`config.mk`:
```
export PLATFORM = sky130hd
export DESIGN_NAME = flash_word_reader
export DESIGN_NICKNAME = d
export VERILOG_FILES = /design/src/rtl/flash_pkg.sv /design/src/rtl/flash_word_reader.sv
export SDC_FILE = /design/constraint.sdc
export NUM_CORES = 1
export LEC_CHECK = 0
export BUFFER_PORTS_ARGS = -buffer_cell sky130_fd_sc_hd__buf_2
export CORE_MARGIN = 2
export CORE_UTILIZATION = 50
export DETAILED_ROUTE_END_ITERATION = 16
export PLACE_DENSITY_LB_ADDON = 0.15
export SYNTH_ARGS = -nofsm -noshare
export SYNTH_HDL_FRONTEND = slang
export SYNTH_SLANG_ARGS = --single-unit
```
`constraint.sdc`:
```
create_clock -name fetch_clock -period 2.03 [get_ports fetch_clock]
set_input_delay 0.3045 -clock fetch_clock [delete_from_list [all_inputs] [get_ports fetch_clock]]
set_output_delay 0.3045 -clock fetch_clock [all_outputs]
set_load 0.01 [all_outputs]
```
`src/rtl/flash_pkg.sv`:
```
// Shared flash-side definitions: bus widths and the word-reader FSM state encoding.
// Used by flash_word_reader and the sample fetcher.
package flash_pkg;

    localparam int FLASH_ADDR_W = 23;
    localparam int FLASH_DATA_W = 32;

    localparam logic [3:0] FLASH_BYTEENABLE_ALL = 4'hF;

    typedef enum logic [1:0] {
        FLASH_IDLE      = 2'd0,
        FLASH_ISSUE     = 2'd1,
        FLASH_WAIT_DATA = 2'd2,
        FLASH_RESPOND   = 2'd3
    } flash_state_e;

endpackage

```
`src/rtl/flash_word_reader.sv`:
```
// Single-word flash reader with a one-word cache in front of an Avalon-MM read master.
// Optional miss-read abort is enabled with the FLASH_READ_TIMEOUT_EN macro.
module flash_word_reader
    import flash_pkg::*;
#(
    parameter int TIMEOUT_CYCLES = 255
) (
    input  logic                    fetch_clock,
    input  logic                    reset,
    input  logic                    req,
    input  logic [FLASH_ADDR_W-1:0] req_addr,
    input  logic                    cache_flush,
    output logic                    rsp_valid,
    output logic [FLASH_DATA_W-1:0] rsp_data,
    output logic                    busy,
    output logic                    flash_mem_read,
    output logic [FLASH_ADDR_W-1:0] flash_mem_address,
    output logic [3:0]              flash_mem_byteenable,
    input  logic                    flash_mem_waitrequest,
    input  logic [FLASH_DATA_W-1:0] flash_mem_readdata,
    input  logic                    flash_mem_readdatavalid,
    output logic                    timeout_err
);

    flash_state_e            state_q, state_d;
    logic [FLASH_ADDR_W-1:0] addr_q, addr_d;
    logic [FLASH_DATA_W-1:0] rsp_data_q, rsp_data_d;
    logic [FLASH_ADDR_W-1:0] cache_addr_q, cache_addr_d;
    logic [FLASH_DATA_W-1:0] cache_data_q, cache_data_d;
    logic                    cache_valid_q, cache_valid_d;
    logic                    read_q, read_d;
    logic                    busy_q, busy_d;
    logic                    rsp_valid_q, rsp_valid_d;
    logic                    hit_s;
    logic                    capture_s;

`ifdef FLASH_READ_TIMEOUT_EN
    localparam int                TMO_W     = $clog2(TIMEOUT_CYCLES + 1);
    localparam logic [TMO_W-1:0]  TMO_LIMIT = TMO_W'(TIMEOUT_CYCLES);

    logic [TMO_W-1:0] tmo_cnt_q, tmo_cnt_d;
    logic             timeout_err_q, timeout_err_d;
`endif

    assign hit_s = cache_valid_q && (req_addr == cache_addr_q) && !cache_flush;

    // Next-state, datapath and cache update
    always_comb begin
        state_d       = state_q;
        addr_d        = addr_q;
        rsp_data_d    = rsp_data_q;
        cache_addr_d  = cache_addr_q;
        cache_data_d  = cache_data_q;
        cache_valid_d = cache_valid_q;
        capture_s     = 1'b0;

        case (state_q)
            FLASH_IDLE: begin
                if (req && hit_s) begin
                    state_d    = FLASH_RESPOND;
                    rsp_data_d = cache_data_q;
                end else if (req) begin
                    state_d = FLASH_ISSUE;
                    addr_d  = req_addr;
                end else begin
                    state_d = FLASH_IDLE;
                end
            end
            FLASH_ISSUE: begin
                // Data may already accompany the accepting cycle.
                if (!flash_mem_waitrequest) begin
                    state_d   = FLASH_WAIT_DATA;
                    capture_s = flash_mem_readdatavalid;
                end else begin
                    state_d = FLASH_ISSUE;
                end
            end
            FLASH_WAIT_DATA: begin
                capture_s = flash_mem_readdatavalid;
            end
            FLASH_RESPOND: begin
                state_d = FLASH_IDLE;
            end
            default: begin
                state_d = FLASH_IDLE;
            end
        endcase

        if (capture_s) begin
            state_d       = FLASH_RESPOND;
            rsp_data_d    = flash_mem_readdata;
            cache_addr_d  = addr_q;
            cache_data_d  = flash_mem_readdata;
            cache_valid_d = 1'b1;
        end else begin
            cache_valid_d = cache_valid_q;
        end

`ifdef FLASH_READ_TIMEOUT_EN
        tmo_cnt_d     = tmo_cnt_q;
        timeout_err_d = timeout_err_q;
        if (state_q == FLASH_IDLE && state_d == FLASH_ISSUE) begin
            tmo_cnt_d = {TMO_W{1'b0}};
        end else if ((state_q == FLASH_ISSUE || state_q == FLASH_WAIT_DATA) && !capture_s) begin
            tmo_cnt_d = tmo_cnt_q + TMO_W'(1);
            if (tmo_cnt_d == TMO_LIMIT) begin
                state_d       = FLASH_RESPOND;
                rsp_data_d    = {FLASH_DATA_W{1'b0}};
                timeout_err_d = 1'b1;
            end else begin
                timeout_err_d = timeout_err_q;
            end
        end else begin
            tmo_cnt_d = tmo_cnt_q;
        end
`endif

        // A flush wins over a same-cycle capture.
        if (cache_flush) begin
            cache_valid_d = 1'b0;
        end else begin
            cache_valid_d = cache_valid_d;
        end

        read_d      = (state_d == FLASH_ISSUE);
        busy_d      = (state_d != FLASH_IDLE);
        rsp_valid_d = (state_d == FLASH_RESPOND);
    end

    // State and output registers
    always_ff @(posedge fetch_clock) begin
        if (reset) begin
            state_q       <= FLASH_IDLE;
            addr_q        <= {FLASH_ADDR_W{1'b0}};
            rsp_data_q    <= {FLASH_DATA_W{1'b0}};
            cache_addr_q  <= {FLASH_ADDR_W{1'b0}};
            cache_data_q  <= {FLASH_DATA_W{1'b0}};
            cache_valid_q <= 1'b0;
            read_q        <= 1'b0;
            busy_q        <= 1'b0;
            rsp_valid_q   <= 1'b0;
        end else begin
            state_q       <= state_d;
            addr_q        <= addr_d;
            rsp_data_q    <= rsp_data_d;
            cache_addr_q  <= cache_addr_d;
            cache_data_q  <= cache_data_d;
            cache_valid_q <= cache_valid_d;
            read_q        <= read_d;
            busy_q        <= busy_d;
            rsp_valid_q   <= rsp_valid_d;
        end
    end

`ifdef FLASH_READ_TIMEOUT_EN
    // Miss-read budget counter and sticky abort flag
    always_ff @(posedge fetch_clock) begin
        if (reset) begin
            tmo_cnt_q     <= {TMO_W{1'b0}};
            timeout_err_q <= 1'b0;
        end else begin
            tmo_cnt_q     <= tmo_cnt_d;
            timeout_err_q <= timeout_err_d;
        end
    end

    assign timeout_err = timeout_err_q;
`else
    logic [31:0] unused_timeout_cfg_s;
    assign unused_timeout_cfg_s = 32'(TIMEOUT_CYCLES);
    assign timeout_err          = 1'b0;
`endif

    assign rsp_valid            = rsp_valid_q;
    assign rsp_data             = rsp_data_q;
    assign busy                 = busy_q;
    assign flash_mem_read       = read_q;
    assign flash_mem_address    = addr_q;
    assign flash_mem_byteenable = FLASH_BYTEENABLE_ALL;

endmodule

```
==> metrics.md <==
| Metric | Value |
|---|---|
| 1st-iter DRT viols | 111 |
| Die Ht | 102 microns |
| Min-Delay Path Class | input pin to flip-flop |
| Placed cell areas | 5560 sq um |
| Tcrit/Tclk final | 1.02 |
| Power Total | 5980 uW |
| Buf/Inv on CP | 2 |
| First-pass GRT wire length | 17,200 microns |
| Final net count | 707 |
| Initial antenna violation count | 0 |
| First-pass DRT Iterations | 4 |
| Max_cap viols | 0 |
| Synthesized cell area | 4820 sq um |
| Yosys warning count | 0 |
| Critical path cell sequence | dlygate4sd3_1, nor2b_1, nand4_1, nor4_4, a31oi_4, buf_12, mux2_1 |
| Pwr Density | 945 nW/um^2 |
| Worst-Skew Late Latency | 0.52 ns |
| FFs w/ async S/R, synth | 0 |
| R2r setup slk | -0.03 ns |
| CP max-delay cell | dlygate4sd3_1 |
| Final min period | 2.07 ns |
| Initial Util | 0.519 |
| Main area contributors after synthesis | dfxtp_1, nand2_1, mux2_1 |
| Worst Path Arrival | 2.46 ns |
| N_diodes | 0 |
| Setup-failing EPs final | 27 |
| Fmax | 484 MHz |
| Synth Flop Type | dfxtp_1 |
| Fin util | 0.681 |
| Critical Path Start Type | input pin |
| CTS Root Cell | clkbuf_8 |
| Critical path class | input pin to flip-flop |
| H-tree depth | 4 |
| Layout fillers | 773 |
| Violated checks | setup timing |
| Critical Path Max Stage Delay | 0.58 ns |
| RSZ-0062 raised after global routing | yes |
| Vias in the first global route | 3,687 |
| Via count | 3,825 |
| Top-area cell type share of the netlist area | 0.482 |
| Syn avg cell area | 9.23 sq um |
| Synth unique cells | 34 |
| Clock Tree Buf Depth | 2 |
| Clock Skews | 0.0156 ns |
| Core area | 9280 sq um |
| CP endpoint kind | flip-flop |
| Crit path max fanout | 15 |
| P&R area growth vs syn | 31.2% |
| Worst EP required | 2.42 ns |
| Number of flops mapped to enable cells by yosys | 0 |
| DRC Markers | 0 |
| Port buffer count | 118 |
| Count of final hold-check violations | 0 |
| Clock-pin slew on the worst setup and hold paths | 0.06 ns |
| Sequential cell area fraction in the yosys report | 0.482 |
| RD Place Congestion | 0.785 |
| Outcome | complete, but fails checks |
| Num rows | 35 |
| Final Instance Area | 6320 sq um |
| Vias per cell | 4.88 |
| Cell count after synthesis | 522 |
| Antenna Nets Post-Route | 0 |
| Total track usage | 0.212 |
| Delay-heaviest family, CP | simple AND/OR/NAND/NOR gates |
| Top-count cell post-synth | dfxtp_1 |
| Largest net degree at the start of global routing | 41 |
| I/O pin cnt | 124 |
| Worst slew pin tran | 1.03 ns |
| Synth area leader | dfxtp_1 |
| Slew Limit Fails | 0 |
| Sink Count | 116 |
| Die area | 10,400 sq um |
| Die Wd | 102 microns |
| Worst vdd rail ir drop | 0.595 mV |
| Commonest cells in the netlist | dfxtp_1, nand2_1, a21oi_1 |
| Share of cells above drive strength 1 | 0.310 |
| Total Wirelength | 10,900 microns |
| Leak pwr | 0.00272 uW |
| Cts bufs inserted | 17 |
| Dpl hpwl | 7120 microns |
| Post-route setup slack | -0.0379 ns |
| Seq cells post-synth | 116 |
| Global route overflow | 0 |
| Per-cell routed wire length | 13.9 microns |
| Relative slew margins | 0.312 |
| TritonCTS clock tree | done |
## per-layer routing
layer	global-route usage	vias to the layer above	routed length (microns)
met2	0.348	88	5220
met3	0.0547	8	505
li1	-	1941	-
met5	0	-	0
met1	0.271	1788	5050
met4	0.0790	0	104
## sequential cells by signal (all words and copies together) (netlist names)
name	cells
cache_addr_q	23
busy	1
state_q	2
cache_data_q	32
flash_mem_address	23
cache_valid_q	1
rsp_valid	1
rsp_data	32
flash_mem_read	1
## per-stage QoR
stage	setup WS [ns]	hold slack [ns]	TNS [ns]	cells
after detailed placement	-0.134	0.446	-4.64	749
after global routing	-0.109	0.0468	-3.73	784
after CTS	0.00133	0.0216	0	782
after floorplan	0.157	0.384	0	525
final	-0.0379	0.0429	-0.637	784
after global placement	-0.104	0.440	-3.43	749
## placed cells by master (no fill, tap or decap), types with 6 or more instances in the layout
cell type,count
buf_2,116
dfxtp_1,107
nor2b_1,31
nand2b_1,47
mux2i_1,23
buf_4,13
xnor2_1,19
dfxtp_2,9
nor2_1,6
nand2_1,110
mux2_1,18
nand4_1,6
clkbuf_16,17
a21oi_1,57
mux2_4,12
## worst register-to-register path, stage by stage (launching register included)
cell and delay [ns]:
dfxtp_2 0.33, xnor2_2 0.16, nand4_1 0.17, nor4_4 0.52, a31oi_4 0.23, buf_12 0.22, mux2_1 0.32
## layout make-up
type / instances / area (sq um) / area share
Clock buffer: 20 / 445 / 0.0705
Timing Repair Buffer: 137 / 807 / 0.128
Inverter: 5 / 18.8 / 0.00297
Tap cell: 129 / 161 / 0.0255
Sequential cell: 116 / 2330 / 0.369
Clock inverter: 12 / 178 / 0.0281
Multi-Input combinational cell: 365 / 2380 / 0.376
## repair_timing
item | 4_1_cts | 5_1_grt
endpoints found under the setup margin | 37 | 62
pin swaps | 3 | 8
hold buffers | 1 | 0
gates resized for setup | 3 | 25
gates cloned | 0 | 2
hold endpoints to repair | 1 | 0
setup buffers | 0 | 1
## cells by family (layout without fill, tap and decap cells)
logic type | count (synthesis) | in the layout | share of synthesized area
AND/OR/NAND/NOR | 207 | 207 | 0.213
flip-flops | 116 | 116 | 0.482
AO/OA/AOI/OAI | 73 | 73 | 0.0883
multiplexers | 53 | 53 | 0.119
buffers and inverters | 44 | 174 | 0.0436
XOR/XNOR | 23 | 23 | 0.0418
adder cells (fa/ha/maj) | 4 | 4 | 0.0104
other | 2 | 5 | 0.00156
## power by group
part	internal, uW	leakage [uW]	total, uW	switching [uW]
sequential	2350	0.000944	2390	40.9
combinational	230	0.00148	496	266
clock	2060	0.000294	3090	1030
## path summary, 6_finish.rpt
path / start / cells after the start / endpoint
hold reg to reg: cache_data_q[23]$_SDFFE_PP0P_ / 2 / cache_data_q[23]$_SDFFE_PP0P_
setup / recovery: cache_flush / 7 / rsp_data[15]$_SDFFE_PP0P_
hold / removal: flash_mem_readdata[23] / 3 / cache_data_q[23]$_SDFFE_PP0P_
setup reg to reg: cache_addr_q[19]$_SDFFE_PP0P_ / 6 / rsp_data[15]$_SDFFE_PP0P_
Note: power is estimated with default switching activity, not from simulation.
